### config.mk
export PLATFORM = sky130hd
export DESIGN_NAME = piezo_key_arbiter
export DESIGN_NICKNAME = d
export VERILOG_FILES = /design/src/rtl/piezo_key_arbiter.sv
export SDC_FILE = /design/constraint.sdc
export NUM_CORES = 1
export LEC_CHECK = 0
export CORE_MARGIN = 3
export CORE_UTILIZATION = 60
export CTS_CLUSTER_DIAMETER = 200
export CTS_CLUSTER_SIZE = 12
export DETAILED_ROUTE_END_ITERATION = 8
export PLACE_DENSITY_LB_ADDON = 0.12
export SYNTH_ARGS = -nofsm -noshare
export SYNTH_HDL_FRONTEND = slang
export SYNTH_SLANG_ARGS = --single-unit
### constraint.sdc
create_clock -name clk -period 3.8 [get_ports clk]
set_input_delay 0.38 -clock clk [delete_from_list [all_inputs] [get_ports clk]]
set_output_delay 0.38 -clock clk [all_outputs]
set_load 0.005 [all_outputs]
### src/rtl/piezo_key_arbiter.sv
// Round-robin arbiter that shares one piezo pin among N debounced keys.
// Each grant plays the key's square-wave tone for NOTE_LEN cycles, then stays silent for GAP_LEN cycles.
module piezo_key_arbiter #(
    parameter int                   N_KEYS   = 8,
    parameter logic [23:0]          NOTE_LEN = 24'd250000,
    parameter logic [23:0]          GAP_LEN  = 24'd50000,
    parameter logic [N_KEYS*16-1:0] HALF_TBL = {16'd956, 16'd1012, 16'd1136, 16'd1276,
                                                16'd1432, 16'd1517, 16'd1703, 16'd1911}
) (
    input  logic                      clk,
    input  logic                      rst,
    input  logic [N_KEYS-1:0]         key_trig,
    input  logic                      stop,
    output logic                      piezo,
    output logic                      busy,
    output logic [$clog2(N_KEYS)-1:0] cur_key,
    output logic                      cur_valid,
    output logic [N_KEYS-1:0]         pending
);

    localparam int KW = $clog2(N_KEYS);

    typedef enum logic [1:0] {
        IDLE = 2'd0,
        TONE = 2'd1,
        GAP  = 2'd2
    } state_t;

    state_t            state_q, state_d;
    logic [N_KEYS-1:0] pending_q, pending_d;
    logic [KW-1:0]     rr_q, rr_d;
    logic [KW-1:0]     cur_key_q, cur_key_d;
    logic [23:0]       cnt_q, cnt_d;
    logic [15:0]       half_cnt_q, half_cnt_d;
    logic              piezo_q, piezo_d;
    logic              busy_q, busy_d;
    logic              cur_valid_q, cur_valid_d;

    logic              found;
    logic [KW-1:0]     grant_key;
    logic              take_grant;
    logic [15:0]       half;
    int                idx;

    always_comb begin
        state_d     = state_q;
        pending_d   = pending_q;
        rr_d        = rr_q;
        cur_key_d   = cur_key_q;
        cnt_d       = cnt_q;
        half_cnt_d  = half_cnt_q;
        piezo_d     = piezo_q;
        take_grant  = 1'b0;
        found       = 1'b0;
        grant_key   = '0;
        idx         = 0;
        half        = HALF_TBL[cur_key_q*16 +: 16];

        // Search upward from the round-robin pointer, wrapping at N_KEYS.
        for (int i = 0; i < N_KEYS; i++) begin
            idx = int'(rr_q) + i;
            if (idx >= N_KEYS) begin
                idx = idx - N_KEYS;
            end
            if (!found && pending_q[idx]) begin
                found     = 1'b1;
                grant_key = idx[KW-1:0];
            end
        end

        case (state_q)
            IDLE: begin
                if (found) begin
                    take_grant = 1'b1;
                end
            end
            TONE: begin
                if (cnt_q == NOTE_LEN - 24'd1) begin
                    state_d = GAP;
                    cnt_d   = '0;
                    piezo_d = 1'b0;
                end else begin
                    cnt_d = cnt_q + 24'd1;
                    // A zero half-period is a rest: the pin simply never toggles.
                    if (half != 16'd0) begin
                        if (half_cnt_q == half - 16'd1) begin
                            piezo_d    = ~piezo_q;
                            half_cnt_d = '0;
                        end else begin
                            half_cnt_d = half_cnt_q + 16'd1;
                        end
                    end
                end
            end
            GAP: begin
                if (cnt_q == GAP_LEN - 24'd1) begin
                    cnt_d = '0;
                    if (found) begin
                        take_grant = 1'b1;
                    end else begin
                        state_d = IDLE;
                    end
                end else begin
                    cnt_d = cnt_q + 24'd1;
                end
            end
            default: begin
                state_d = IDLE;
            end
        endcase

        if (take_grant) begin
            state_d              = TONE;
            cnt_d                = '0;
            half_cnt_d           = '0;
            piezo_d              = 1'b0;
            cur_key_d            = grant_key;
            rr_d                 = (grant_key == KW'(N_KEYS - 1)) ? '0 : grant_key + KW'(1);
            pending_d[grant_key] = 1'b0;
        end

        // A trigger landing on its own grant cycle re-arms the request.
        pending_d = pending_d | key_trig;

        if (stop) begin
            state_d    = IDLE;
            pending_d  = '0;
            piezo_d    = 1'b0;
            cnt_d      = '0;
            half_cnt_d = '0;
        end

        busy_d      = (state_d != IDLE);
        cur_valid_d = (state_d == TONE);
    end

    always_ff @(posedge clk or negedge rst) begin
        if (!rst) begin
            state_q     <= IDLE;
            pending_q   <= '0;
            rr_q        <= '0;
            cur_key_q   <= '0;
            cnt_q       <= '0;
            half_cnt_q  <= '0;
            piezo_q     <= 1'b0;
            busy_q      <= 1'b0;
            cur_valid_q <= 1'b0;
        end else begin
            state_q     <= state_d;
            pending_q   <= pending_d;
            rr_q        <= rr_d;
            cur_key_q   <= cur_key_d;
            cnt_q       <= cnt_d;
            half_cnt_q  <= half_cnt_d;
            piezo_q     <= piezo_d;
            busy_q      <= busy_d;
            cur_valid_q <= cur_valid_d;
        end
    end

    assign piezo     = piezo_q;
    assign busy      = busy_q;
    assign cur_key   = cur_key_q;
    assign cur_valid = cur_valid_q;
    assign pending   = pending_q;

endmodule

[Word-level counts from Yosys, hierarchy flattened]
Index checks and enable logic that the tools add are counted.
Word-level totals
  bits in registers: 59
  output and inout bits: 14
  word-level logic and storage cells: 163
Operators by class
  $add $sub $neg: 19
  order comparisons: 18
  eq/ne operators: 8
  shifts and indexed selects: 1
  multiplexer cells: 79
  bitwise logic cells: 4
  reduce and logical (&&, ||, !) cells: 25
Operator list (count)
  < comparator 32 x 5 -> 1 bit (second input constant): 8
  2-to-1 mux 32 bit: 8
  variable part select 128 x 8 -> 16 bit (first input constant): 1
  2-to-1 mux 16 bit: 6
  2-to-1 mux 24 bit: 4
  case mux 24 bit (2 select lines): 1
  subtractor 4 x 4 -> 5 bit (second input constant): 7
  2-to-1 mux 1 bit: 33
  >= comparator 4 bit (second input constant): 7
  2-to-1 mux 3 bit: 9
  adder 24 x 1 -> 24 bit (second input constant): 1
  binary-select mux 1 bit (select 3 bit): 8
  == test 24 x 16 -> 1 bit (second input constant): 1
  == test 24 x 18 -> 1 bit (second input constant): 1
  adder 16 x 1 -> 16 bit (second input constant): 1
  adder 3 x 3 -> 4 bit (second input constant): 4
  == test 16 bit: 1
  2-to-1 mux 8 bit: 2
  nonzero test 16 bit: 1
  subtractor 16 x 1 -> 16 bit (second input constant): 1
  nonzero test 4 bit: 3
  2-to-1 mux 2 bit: 5
  adder 3 x 2 -> 4 bit (second input constant): 2
  AND 8 bit: 1
  other kinds (22): 38

[Logic depth before layout (Yosys ltp)]
  word-level depth: 36
  mapped depth: 17

[Worst setup path after synthesis]
OpenSTA, ideal clock, no wires.
  path kind: reg-to-reg
  from: register rr_q[0]
  to: register rr_q[2]
  library setup time: 0.125 ns
  arrival time: 3.310 ns
  path slack: 0.365 ns
  stages on the path, launching flop included: 16
  buffers on the path: 5
  cells stage by stage: dfrtp_1 -> buf_6 -> buf_12 -> buf_4 -> inv_1 -> ha_1 -> clkbuf_2 -> mux4_2 -> mux2_2 -> a21oi_1 -> nor2_1 -> o32a_1 -> buf_2 -> ha_1 -> ha_1 -> mux2_2
On the way
  elaborated cells between the ends (all ways): 91
  classes of those cells: 16 x add/sub; 8 x order compare; 1 x eq/ne; 52 x mux; 14 x reduce/logical
RTL lines
  from (decl): line 31  | logic [KW-1:0] rr_q, rr_d;
  from (signal assigned): line 151  | rr_q <= rr_d;
  parallel branches: the longest is 26 deep, another holds subtractor 4 x 4 -> 5 bit
  2-to-1 mux 3 bit (*): line 65  | if (!found && pending_q[idx]) begin
  net grant_key[0]: line 40  | logic [KW-1:0] grant_key;
  adder 3 x 1 -> 3 bit / == test 3 bit (equally long branches): line 118  | rr_d = (grant_key == KW'(N_KEYS - 1)) ? '0 : grant_key + KW'(1);
  2-to-1 mux 3 bit (*): line 118
Mark *: on every way through the listed nets, which the timed path passes. The select of a mux whose other input is x is not followed.
A chain may end at the register's enable or synchronous reset.

[Worst setup path in the final report]
  from: register rr_q[0]
  to: register rr_q[2]
On the way
  cells in the longest elaborated chain, start to end: 30
  elaborated cells between the ends (all ways): 91
  classes of those cells: 16 x add/sub; 8 x order compare; 1 x eq/ne; 52 x mux; 14 x reduce/logical
RTL lines
  parallel branches: the longest is 30 deep, another holds subtractor 4 x 4 -> 5 bit
Parallel ways; which one is timed is not known. The select of a mux whose other input is x is not followed.

==> summary.txt <==
STA
  – Slew HR: 0.493
  – Worst-margin pin slew: between 0.7 and 0.8 ns
  – Clock skew: 0.0123 ns
  – Hold Slack: 0.0396 ns
  – RSZ-0062 raised after global routing: false
  – Fmax: 284 MHz
  – Final min period: 3.52 ns
  – Count of pins over their slew limit: 0
  – Setup violations, final: 0
  – Setup_tns: 0 ns
  – Hold Violations, Final: 0
  – Final period util: 0.926

Critical path
  – Crit Reg-Reg Startpoint: rr_q[0]
  – Crit Path Max Fanout: 11
  – Crit path launch type: register
  – FF-to-FF setup slack: 0.28 ns
  – WS Path Type: reg -> reg
  – Crit path depth: 11
  – CP Capture Point: rr_q[2]
  – Worst setup EP type: register
  – Max incr delay on CP: 0.54 ns
  – Req. time, crit path: 4.02 ns
  – Critical-path cell list: buf_4, buf_4, mux4_2, mux2i_1, and2_2, nand3_1, nor3_1, o32a_1, ha_1, ha_1, mux2_2
  – CP Launch Point: rr_q[0]
  – Crit-path slowest cell: mux4_2
  – Kind of cell adding the most delay to the critical path: multiplexers
  – Worst Reg-to-Reg Cells: 11
  – Worst flop-to-flop path endpoint: rr_q[2]
  – Bufs and invs on worst path: 2
  – Critical Path AT: between 3 and 4 ns

Outcome
  – Outcome: completed

Logic synthesis
  – Post-synth EDFFs: 0
  – Post-synth ARST share: 1.00
  – Distinct cells, synth: 70
  – Flops & latches, synth: 59
  – Top_reg_cell synth: dfrtp_1
  – Mapped cell area: 4580 sq um
  – Most frequent cells after synthesis: nor2_1 (67), dfrtp_1 (59), nand2_1 (47)
  – Synth area leaders: dfrtp_1 (32%), xnor2_1 (5.7%), nor2_1 (5.5%)
  – Yosys Warn Count: 0
  – Register area share after synthesis: 0.322
  – Syn_area_per_cell: ~9 sq um
  – Top-count cell post-synth: nor2_1
  – Syn_nets: 536
  – Post-Syn Instances: 508
  – Post-synth top area share: 0.322
  – Leading area contributor after synthesis: dfrtp_1

Routing
  – Drt pass-1 iters: 5
  – Post-route ant nets: 0
  – Wire length per cell: approximately 17 microns
  – Drt via density: 6.24
  – Routed WL: between 10000 and 15000 microns
  – DR DRC count: 0
  – Via count: roughly 4000
  – Starting DRT DRC Count: 237

Global route
  – Grt ovf: 0
  – Pin count of the biggest net entering global routing: 36
  – All-layer global routing usage: 0.264
  – Initial antenna violation count: 0
  – Vias in the first global route: 3756
  – First-pass GRT wire length: ~18000 microns

Floorplan
  – Die Y: 93.4 microns
  – Die span in x: 93.4 microns
  – Number of core rows: 31
  – Initial Util: 0.625
  – Core ar.: 7330 sq um
  – Die area: 8720 sq um
  – Ports: 25

CTS
  – CTS Hold Bufs: 0
  – Clock sink count: 59
  – Clk buf depth: 2
  – Num CTS Buffers: 9
  – TritonCTS clock tree: yes
  – Clock transition at path regs: roughly 0.07 ns
  – Root buf cell: clkbuf_8
  – H-tree levels: 3
  – Clk_lat worst skew: between 0.3 and 0.4 ns

Layout
  – Post-layout util: 0.700
  – Fillers: between 500 and 600
  – FF/Latch Area: around 1500 sq um
  – Multi-input logic area: 2920 sq um
  – Antenna cell count: 0
  – Layout cells sized above 1: 0.116
  – Synthesis-to-finish area growth: 12.0%
  – Nets: 564

Placement
  – DP Wirelength: 7940 microns
  – Number of port buffers: 24
  – GPL Wtd Cong: 0.986

Power and ir drop
  – Lkg Pwr: 2.13 nW
  – Power per cell area: 833 nW/um^2
  – Worst vdd ir: just over 0.3 mV

Worst hold path
  – Hold/Removal Path Class: in -> async

Job
  – MaxCap Viol Count: 0
==> layer usage <==
metal,vias to the layer above,GRT usage,share of wire
met3,11,0.0483,0.073
li1,1916,-,-
met4,0,0.0672,0.0091
met2,152,0.401,0.46
met5,-,0,0
met1,1916,0.389,0.46
==> registers in the layout, summed over array words and instances (netlist names) <==
name / count
rr_q: 3
pending: 8
half_cnt_q: 16
cur_valid: 1
cur_key: 3
busy: 1
piezo: 1
cnt_q: 24
state_q: 2
==> kinds of logic (layout without fill, tap and decap cells) <==
logic type,count (synthesis),in the layout,synth area share
flip-flops,59,59,0.322
adder cells (fa/ha/maj),17,17,0.0464
AND/OR/NAND/NOR,227,227,0.256
AO/OA/AOI/OAI,89,89,0.141
buffers and inverters,38,71,0.0404
XOR/XNOR,42,42,0.0803
multiplexers,36,36,0.113
==> final cells by class <==
| cell class | instances | share of cell area |
|---|---|---|
| tap | 99 | 0.0241 |
| inverter | 19 | 0.0139 |
| timing repair buffer | 36 | 0.0634 |
| multi-input combinational | 411 | 0.570 |
| clock buffer | 11 | 0.0295 |
| sequential | 59 | 0.288 |
| clock inverter | 5 | 0.0117 |
==> cells in the final DEF, fill, tap and decap left out, types with 7 or more instances in the layout <==
master	netlist	routed
nand2_1	47	47
ha_1	17	17
xnor2_1	30	30
nor2_1	67	67
o21ai_0	16	16
xor2_1	12	12
mux2_2	7	7
a21oi_1	17	17
clkdlybuf4s50_1	0	23
nand2b_1	9	9
nand3_1	17	17
mux4_2	11	11
clkbuf_8	0	11
dfrtp_1	59	59
nor4_1	13	13
and3_1	10	10
inv_1	17	17
nand4_1	8	8
a21o_1	12	12
buf_4	1	12
nor3_1	21	21
mux2i_1	17	16
==> timing repair <==
item / in CTS / in global routing
buffers inserted: 0 / 0
endpoints found under the setup margin: 0 / 2
resized for setup: 0 / 1
==> worst min path at each step <==
stage | slack [ns] | cells after the start | from | endpoint
after floorplan | 0.08 | 0 | rst | busy
after global placement | 0.41 | 1 | rst | cur_key[0]
after detailed placement | 0.41 | 1 | rst | cur_key[0]
after CTS | 0.04 | 1 | rst | half_cnt_q[1]
after global routing | 0.07 | 1 | rst | half_cnt_q[1]
final | 0.04 | 1 | rst | cur_key[0]
==> power by group <==
part | total [mW] | switching [mW] | internal, mW
combinational | 2.81 | 1.62 | 1.19
sequential | 0.863 | 0.151 | 0.712
clock | 0.603 | 0.262 | 0.341
total | 4.27 | 2.03 | 2.24
==> worst reg2reg max path, cell delays in order (launching register included) <==
cell     delay, ns
dfrtp_1       0.41
buf_4         0.23
buf_4         0.25
mux4_2        0.54
mux2i_1       0.30
and2_2        0.27
nand3_1       0.16
nor3_1        0.20
o32a_1        0.36
ha_1          0.21
ha_1          0.22
mux2_2        0.25
==> through the flow <==
stage                     worst slack (ns)  cell area [sq um]  cells  total power [mW]
after floorplan                      0.365               4580    508              2.97
after CTS                            0.300               5130    640              4.24
after global placement               0.448               4920    624              3.57
final                                0.280               5130    640              4.27
after global routing                0.0938               5130    640              4.59
after detailed placement             0.366               4920    624              3.61
(Power assumes the default switching activity.)
